--- src/rtl/dbus_shadow_pkg.sv ---
// Shared types and helpers for the shadowed data-bus memory model.
package dbus_shadow_pkg;

  typedef enum logic [1:0] {
    SZ_B = 2'd0,
    SZ_H = 2'd1,
    SZ_W = 2'd2,
    SZ_D = 2'd3
  } size_e;

  // Wide enough for a double access at the largest offset of a 64-bit word.
  localparam int MASK_W = 16;

  // Byte-enable mask of an access, spanning two words so that lanes falling
  // beyond the addressed word remain visible for misalignment detection.
  function automatic logic [MASK_W-1:0] size_mask(input logic [1:0] size,
                                                  input logic [2:0] offset,
                                                  input int         nb);
    logic [MASK_W-1:0] base;
    logic [MASK_W-1:0] m;
    case (size_e'(size))
      SZ_B:    base = 16'h0001;
      SZ_H:    base = 16'h0003;
      SZ_W:    base = 16'h000F;
      SZ_D:    base = 16'h00FF;
      default: base = 16'h0000;
    endcase
    m = base << offset;
    for (int i = 0; i < MASK_W; i++) begin
      if (i >= 2 * nb) m[i] = 1'b0;
    end
    return m;
  endfunction

endpackage

--- src/rtl/dbus_rsp_fifo.sv ---
// Synchronous response FIFO holding read data captured at load acceptance.
module dbus_rsp_fifo #(
  parameter int DEPTH = 4,
  parameter int WIDTH = 32,
  localparam int AW = $clog2(DEPTH),
  localparam int CW = AW + 1
) (
  input  logic             clk,
  input  logic             resetn,
  input  logic             push_i,
  input  logic             pop_i,
  input  logic [WIDTH-1:0] wdata_i,
  output logic [WIDTH-1:0] rdata_o,
  output logic             full_o,
  output logic             empty_o,
  output logic [CW-1:0]    count_o
);

  logic [WIDTH-1:0] mem_q [DEPTH];
  logic [AW-1:0]    wr_ptr_q, wr_ptr_d;
  logic [AW-1:0]    rd_ptr_q, rd_ptr_d;
  logic [CW-1:0]    count_q, count_d;

  // Pointer and occupancy update; pointers wrap naturally at the power-of-2 depth.
  always_comb begin
    wr_ptr_d = wr_ptr_q;
    rd_ptr_d = rd_ptr_q;
    count_d  = count_q;
    if (push_i) wr_ptr_d = wr_ptr_q + 1'b1;
    if (pop_i)  rd_ptr_d = rd_ptr_q + 1'b1;
    if (push_i && !pop_i) count_d = count_q + 1'b1;
    if (pop_i && !push_i) count_d = count_q - 1'b1;
  end

  // Control state; reset drops every queued entry.
  always_ff @(posedge clk or negedge resetn) begin
    if (!resetn) begin
      wr_ptr_q <= '0;
      rd_ptr_q <= '0;
      count_q  <= '0;
    end else begin
      wr_ptr_q <= wr_ptr_d;
      rd_ptr_q <= rd_ptr_d;
      count_q  <= count_d;
    end
  end

  // Storage needs no reset: entries are only read while counted as valid.
  always_ff @(posedge clk) begin
    if (push_i) mem_q[wr_ptr_q] <= wdata_i;
  end

  assign rdata_o = mem_q[rd_ptr_q];
  assign empty_o = (count_q == '0);
  assign full_o  = (count_q == CW'(DEPTH));
  assign count_o = count_q;

  // Underflow and overflow cannot happen given the producer/consumer gating.
  always @(posedge clk) begin
    if (resetn) begin
      assert (!(pop_i && empty_o));
      assert (!(push_i && full_o && !pop_i));
    end
  end

endmodule

--- src/rtl/dbus_shadow_mem.sv ---
// Data-bus memory model: byte-accurate shadow of a few tracked words plus
// a queue of outstanding read responses.
module dbus_shadow_mem
  import dbus_shadow_pkg::*;
#(
  parameter int XLEN      = 32,
  parameter int NSLOTS    = 2,
  parameter int RSP_DEPTH = 4
) (
  input  logic                   clk,
  input  logic                   resetn,
  input  logic [NSLOTS*XLEN-1:0] slot_addr,
  input  logic                   cmd_valid,
  output logic                   cmd_ready,
  input  logic                   cmd_wr,
  input  logic [XLEN-1:0]        cmd_address,
  input  logic [XLEN-1:0]        cmd_data,
  input  logic [1:0]             cmd_size,
  input  logic                   cmd_stall,
  output logic                   rsp_valid,
  input  logic                   rsp_hold,
  output logic [XLEN-1:0]        rsp_data,
  input  logic [XLEN-1:0]        free_data,
  output logic                   cmd_misaligned,
  output logic                   fifo_full
);

  localparam int NB   = XLEN / 8;
  localparam int OFFW = $clog2(NB);
  localparam int CW   = $clog2(RSP_DEPTH) + 1;

  logic [XLEN-1:0]   slot_data_q [NSLOTS];
  logic [XLEN-1:0]   slot_data_d [NSLOTS];
  logic [NB-1:0]     slot_vld_q  [NSLOTS];
  logic [NB-1:0]     slot_vld_d  [NSLOTS];
  logic [NSLOTS-1:0] slot_hit;
  logic [MASK_W-1:0] mask_all;
  logic [2*NB-1:0]   mask_2w;
  logic [NB-1:0]     byte_mask;
  logic              misaligned;
  logic [XLEN-1:0]   load_data;
  logic              accept, push, fifo_empty;
  logic              cmd_misaligned_q, cmd_misaligned_d;
  logic [CW-1:0]     fifo_count;
  logic              unused_bits;

  // Loads are refused only when there is nowhere to queue their response.
  assign cmd_ready = resetn && !cmd_stall && !(fifo_full && !cmd_wr);
  assign accept    = cmd_valid && cmd_ready;
  assign push      = accept && !cmd_wr;
  assign rsp_valid = !fifo_empty && !rsp_hold;

  // Byte lanes touched by the command; lanes past the word flag misalignment.
  always_comb begin
    mask_all   = size_mask(cmd_size, 3'(cmd_address[OFFW-1:0]), NB);
    mask_2w    = mask_all[2*NB-1:0];
    byte_mask  = mask_2w[NB-1:0];
    misaligned = |mask_2w[2*NB-1:NB];
  end

  // Word-index match of the command against each tracked address.
  always_comb begin
    slot_hit = '0;
    for (int s = 0; s < NSLOTS; s++) begin
      slot_hit[s] = (slot_addr[s*XLEN+OFFW +: XLEN-OFFW] == cmd_address[XLEN-1:OFFW]);
    end
  end

  // Store merge into every matching slot and load-data capture from the
  // current (pre-store) shadow contents.
  always_comb begin
    slot_data_d = slot_data_q;
    slot_vld_d  = slot_vld_q;
    load_data   = free_data;
    for (int s = 0; s < NSLOTS; s++) begin
      for (int b = 0; b < NB; b++) begin
        if (slot_hit[s] && slot_vld_q[s][b]) begin
          load_data[8*b +: 8] = slot_data_q[s][8*b +: 8];
        end
        if (accept && cmd_wr && slot_hit[s] && byte_mask[b]) begin
          slot_data_d[s][8*b +: 8] = cmd_data[8*b +: 8];
          slot_vld_d[s][b]         = 1'b1;
        end
      end
    end
    cmd_misaligned_d = accept && misaligned;
  end

  // Shadow contents and misalignment flag; reset forgets everything written.
  always_ff @(posedge clk or negedge resetn) begin
    if (!resetn) begin
      slot_data_q      <= '{default: '0};
      slot_vld_q       <= '{default: '0};
      cmd_misaligned_q <= 1'b0;
    end else begin
      slot_data_q      <= slot_data_d;
      slot_vld_q       <= slot_vld_d;
      cmd_misaligned_q <= cmd_misaligned_d;
    end
  end

  assign cmd_misaligned = cmd_misaligned_q;

  dbus_rsp_fifo #(
    .DEPTH (RSP_DEPTH),
    .WIDTH (XLEN)
  ) u_rsp_fifo (
    .clk     (clk),
    .resetn  (resetn),
    .push_i  (push),
    .pop_i   (rsp_valid),
    .wdata_i (load_data),
    .rdata_o (rsp_data),
    .full_o  (fifo_full),
    .empty_o (fifo_empty),
    .count_o (fifo_count)
  );

  // Address offsets of tracked slots and the occupancy count are not needed here.
  assign unused_bits = ^{slot_addr, fifo_count, mask_all};

endmodule

--- config.mk ---
export PLATFORM = sky130hd
export DESIGN_NAME = dbus_shadow_mem
export DESIGN_NICKNAME = d
export VERILOG_FILES = /design/src/rtl/dbus_shadow_pkg.sv /design/src/rtl/dbus_rsp_fifo.sv /design/src/rtl/dbus_shadow_mem.sv
export SDC_FILE = /design/constraint.sdc
export NUM_CORES = 1
export LEC_CHECK = 0
export ABC_AREA = 1
export CAP_MARGIN = 15
export CORE_MARGIN = 8
export CORE_UTILIZATION = 49
export CTS_BUF_LIST = sky130_fd_sc_hd__clkbuf_4 sky130_fd_sc_hd__clkbuf_8
export DETAILED_ROUTE_END_ITERATION = 10
export MAX_ROUTING_LAYER = met4
export PLACE_DENSITY = 0.89
export SYNTH_ARGS = -nofsm -noshare
export SYNTH_HDL_FRONTEND = slang
export SYNTH_HIERARCHICAL = 1
export SYNTH_SLANG_ARGS = --single-unit
--- constraint.sdc ---
create_clock -name clk -period 2 [get_ports clk]
set_input_delay 0.4 -clock clk [delete_from_list [all_inputs] [get_ports clk]]
set_output_delay 0.4 -clock clk [all_outputs]
set_load 0.05 [all_outputs]
==> tab_implementation.tex <==
\begin{tabular}{lr}
\hline
Metric & Value \\
\hline
\multicolumn{2}{l}{\textbf{Timing}} \\
Portion of the clock cycle consumed by the worst path in the final layout & 119\% \\
Setup total negative slack & -12.16 ns \\
Tmin final & roughly 2.4 ns \\
Number of slew-limit violations in the final report & 0 \\
Worst Tran Pin Value & around 0.61 ns \\
Achievable clock frequency & approximately 0.42 GHz \\
Final Setup Violations & between 100 and 150 \\
Final hold viol count & 0 \\
Unrepaired setup endpoints after global routing & yes \\
Final critical-path setup slack & -0.384 ns \\
Worst-case headroom to the max-slew limit & between 50\% and 60\% \\
Final worst clock skew & between 0.04 and 0.05 ns \\
\multicolumn{2}{l}{\textbf{Place}} \\
Placement Cell Area & 13,800 um\^{}2 \\
Gpl congestion & 0.883 \\
Dpl hpwl & 22,600 um \\
Number of buffers added on ports & 199 \\
\multicolumn{2}{l}{\textbf{Synth}} \\
Dominant cell by count in the synthesized netlist & sky130\_fd\_sc\_hd\_\_nand2\_1 \\
Count of state elements after synthesis & about 210 \\
YS warnings & 6 \\
Combinational family with the most area after synthesis & simple AND/OR/NAND/NOR gates \\
Asr flop ratio synth & 38.5\% \\
Largest area contributor in the netlist & sky130\_fd\_sc\_hd\_\_edfxtp\_1 \\
Top cells by area, synth & sky130\_fd\_sc\_hd\_\_edfxtp\_1, sky130\_fd\_sc\_hd\_\_dfrtp\_1, sky130\_fd\_sc\_hd\_\_nand2\_1, sky130\_fd\_sc\_hd\_\_inv\_1, sky130\_fd\_sc\_hd\_\_nand3\_1 \\
Post-synthesis instance area & 11,000 um\^{}2 \\
Synthesized Nets & 1,466 \\
Portion of netlist area occupied by mux cells & less than 1\% \\
Top flip-flop cell by instance count after synthesis & sky130\_fd\_sc\_hd\_\_edfxtp\_1 \\
Syn avg cell area & 8.53 um\^{}2 \\
Number of distinct library cells after synthesis & 37 \\
Post-synthesis share of cell area spent on xor and xnor gates & 2.46\% \\
Post-synth top cells & sky130\_fd\_sc\_hd\_\_nand2\_1, sky130\_fd\_sc\_hd\_\_inv\_1, sky130\_fd\_sc\_hd\_\_edfxtp\_1, sky130\_fd\_sc\_hd\_\_nand3\_1, sky130\_fd\_sc\_hd\_\_dfrtp\_1 \\
Share of the yosys chip area belonging to registers & 53.0\% \\
Number of synthesized flops with an enable pin & 128 \\
Gate count after technology mapping & 1,292 \\
Synth Area in Simple Gates & approximately a quarter \\
Post-synthesis share of cell area spent on full adders, half adders and majority gates & 0.749\% \\
Synthesized-area fraction occupied by ao, oa, aoi and oai cells & 7.04\% \\
Portion of synthesized cell area occupied by the leading cell type & roughly a third \\
\multicolumn{2}{l}{\textbf{Hold path}} \\
Hold Path Class & input port to flop \\
\multicolumn{2}{l}{\textbf{Routing}} \\
Routed length per placed instance & about 21 um \\
Overall routed net length & approximately 39,000 um \\
Overall via count from detail\_route & 10,800 \\
Final antenna-violating net count & 0 \\
Detailed Route Iter0 Violations & 1,603 \\
TritonRoute pass-1 iters & 10 \\
Average via count per standard cell & 5.71 \\
Post-detailed-route DRC marker count & 0 \\
\multicolumn{2}{l}{\textbf{Finish}} \\
Layout overhead on the synthesized area & 42.4\% \\
Number of nets in the finished design & 1,768 \\
Filler cell count in the final layout & 1,360 \\
Post-route cell area & 15,700 um\^{}2 \\
Share of final-layout standard cells stronger than drive strength 1 & 22.2\% \\
Sequential cell area & between 5000 and 6000 um\^{}2 \\
Area taken by multi-input logic gates & 4380 um\^{}2 \\
\multicolumn{2}{l}{\textbf{Setup path}} \\
Data arrival time of the critical path & 1.98 ns \\
Crit path launch type & flop \\
R2R Setup Slk & -0.05 ns \\
Worst setup path category & flop to output pin \\
Worst path required time & 1.60 ns \\
Highest fanout seen on the critical path & 27 \\
CP Capture Type & output pin \\
\multicolumn{2}{l}{\textbf{Die}} \\
Floorplan row count & 55 \\
Die Span Y & 166 um \\
Initial cell density of the core & 49.3\% \\
Die boundary width & 166 um \\
Core region area & 22,400 um\^{}2 \\
\# IOs & 204 \\
Die footprint & 27,500 um\^{}2 \\
\multicolumn{2}{l}{\textbf{Power and ir drop}} \\
Pwr Density & 963 nW/um\^{}2 \\
Worst VDD drop & 0.451 mV \\
Leakage & 7.43 nW \\
\multicolumn{2}{l}{\textbf{CTS}} \\
Clock latency on the worst-skew pair & 0.58 ns \\
Sinks on Clock Net & 208 \\
Number of clock buffers inserted by TritonCTS & 30 \\
Maximum buffer depth of the clock tree & 3 \\
TritonCTS clock tree & yes \\
CTS root buffer & sky130\_fd\_sc\_hd\_\_clkbuf\_8 \\
H-Tree Level Count & 1 \\
Clock-pin slew of the registers on the worst-case setup and hold paths & $\sim$0.070 ns \\
\multicolumn{2}{l}{\textbf{Global routing}} \\
Remaining Overflow, GRT & 0 \\
Number of global-route vias before repair & roughly 10,000 \\
Maximum number of pins on one net before global-route repair & 45 \\
Wire length of the first global-routing pass & 50,300 um \\
GRT Util Overall & 23.0\% \\
Antenna violations before repair & 1 \\
\multicolumn{2}{l}{\textbf{Status}} \\
Violations in the final reports & setup timing \\
Run status & complete, but fails checks \\
\multicolumn{2}{l}{\textbf{Flow run}} \\
Max-cap violations & 0 \\
\hline
\end{tabular}
==> cells by family after synthesis <==
family / count (synthesis)
and+or+nand+nor: 640
buffers and inverters: 307
DFF: 208
AOI/OAI and AO/OA: 99
xor gates and xnor gates: 31
adders and majority gates: 6
muxes: 1
==> cells in the final DEF (no fill, tap or decap), drive strengths merged <==
master           n
clkdlybuf4s50  142
clkinvlp         4
dlygate4sd2      1
xnor2           14
dlygate4sd3      1
edfxtp         128
xor2            17
o21ai           34
a21oi            1
ha               5
nor2b            1
dfrtp           80
o211ai          64
nand3b           1
nand2          408
buf            142
clkinv           7
mux2i            1
nand4           34
inv            252
diode            1
or2              2
clkbuf          55
and2             1
nor2            64
dlymetal6s2s    20
nor4             1
bufinv           1
nor3             7
nand3          126
fa               1
==> stage by stage <==
stage / total power [mW] / utilization, % / worst slack (ns) / instances / hold WS [ns]
6_report: 15.1 / 70.2 / -0.384 / 1901 / 0.427
5_1_grt: 15.6 / 70.2 / -0.361 / 1901 / 0.437
4_1_cts: 14.8 / 66.3 / -0.274 / 1866 / 0.421
3_5_place_dp: 10.6 / 61.7 / -0.629 / 1797 / 0.464
3_3_place_gp: 10.5 / 61.7 / -0.639 / 1797 / 0.455
2_1_floorplan: 8.50 / - / -0.446 / 1292 / 0.104
==> repair_timing <==
action	4_1_cts	5_1_grt
setup endpoints to repair	253	342
gates cloned	4	16
setup buffers	12	21
resized for setup	65	117
hold buffers	1	0
endpoints found under the hold margin	38	0
pin swaps	51	55
==> area by class of cell <==
type,count,area share (%)
flip-flops and latches,208,37.3
multi-input cells,782,27.9
repair buffers,315,22.3
inverters,257,6.31
clock buffers,46,3.56
well taps,285,2.27
clock inverters,7,0.359
diodes,1,0.0159
==> per-layer routing <==
layer | wire length, um | track usage, % | up-vias
met2 | 18500 | 39.2 | 924
li1 | - | - | 4737
met3 | 4600 | 4.52 | 237
met1 | 13600 | 26.5 | 4951
met5 | 0 | - | -
met4 | 2390 | 9.13 | 0
==> report_power, final <==
| part | switching, mW | internal, mW | total [mW] | leakage (nW) |
|---|---|---|---|---|
| Sequential | 0.128 | 4.73 | 4.86 | 2.21 |
| Clock | 1.66 | 1.90 | 3.56 | 0.330 |
| Combinational | 4.16 | 2.55 | 6.71 | 4.88 |
==> final timing paths <==
kind                                        start                 endpoint  depth (start not counted)
setup / recovery           u_rsp_fifo/rd_ptr_q[0]             rsp_data[14]                          4
hold / removal                       cmd_data[17]          slot_data_q[49]                          3
setup reg to reg            u_rsp_fifo/count_o[0]  u_rsp_fifo/mem_q[1][27]                         10
hold reg to reg                   slot_data_q[10]          slot_data_q[10]                          2
max in group asynchronous                  resetn          slot_data_q[41]                          4
min in group asynchronous                  resetn    u_rsp_fifo/count_o[0]                          3
==> critical path: stages (launching register included) <==
cell and delay (ns):
sky130_fd_sc_hd__dfrtp_4 0.53, sky130_fd_sc_hd__buf_6 0.20, sky130_fd_sc_hd__o211ai_1 0.30, sky130_fd_sc_hd__nand2_1 0.18
sky130_fd_sc_hd__buf_6 0.19
==> flip-flops by register name (all words and copies together) (netlist names) <==
name                 cells
u_rsp_fifo/mem_q       128
slot_data_q             64
slot_vld_q               8
u_rsp_fifo/count_o       3
u_rsp_fifo/rd_ptr_q      2
u_rsp_fifo/wr_ptr_q      2
cmd_misaligned           1
Power figures use the tool's default switching activity.
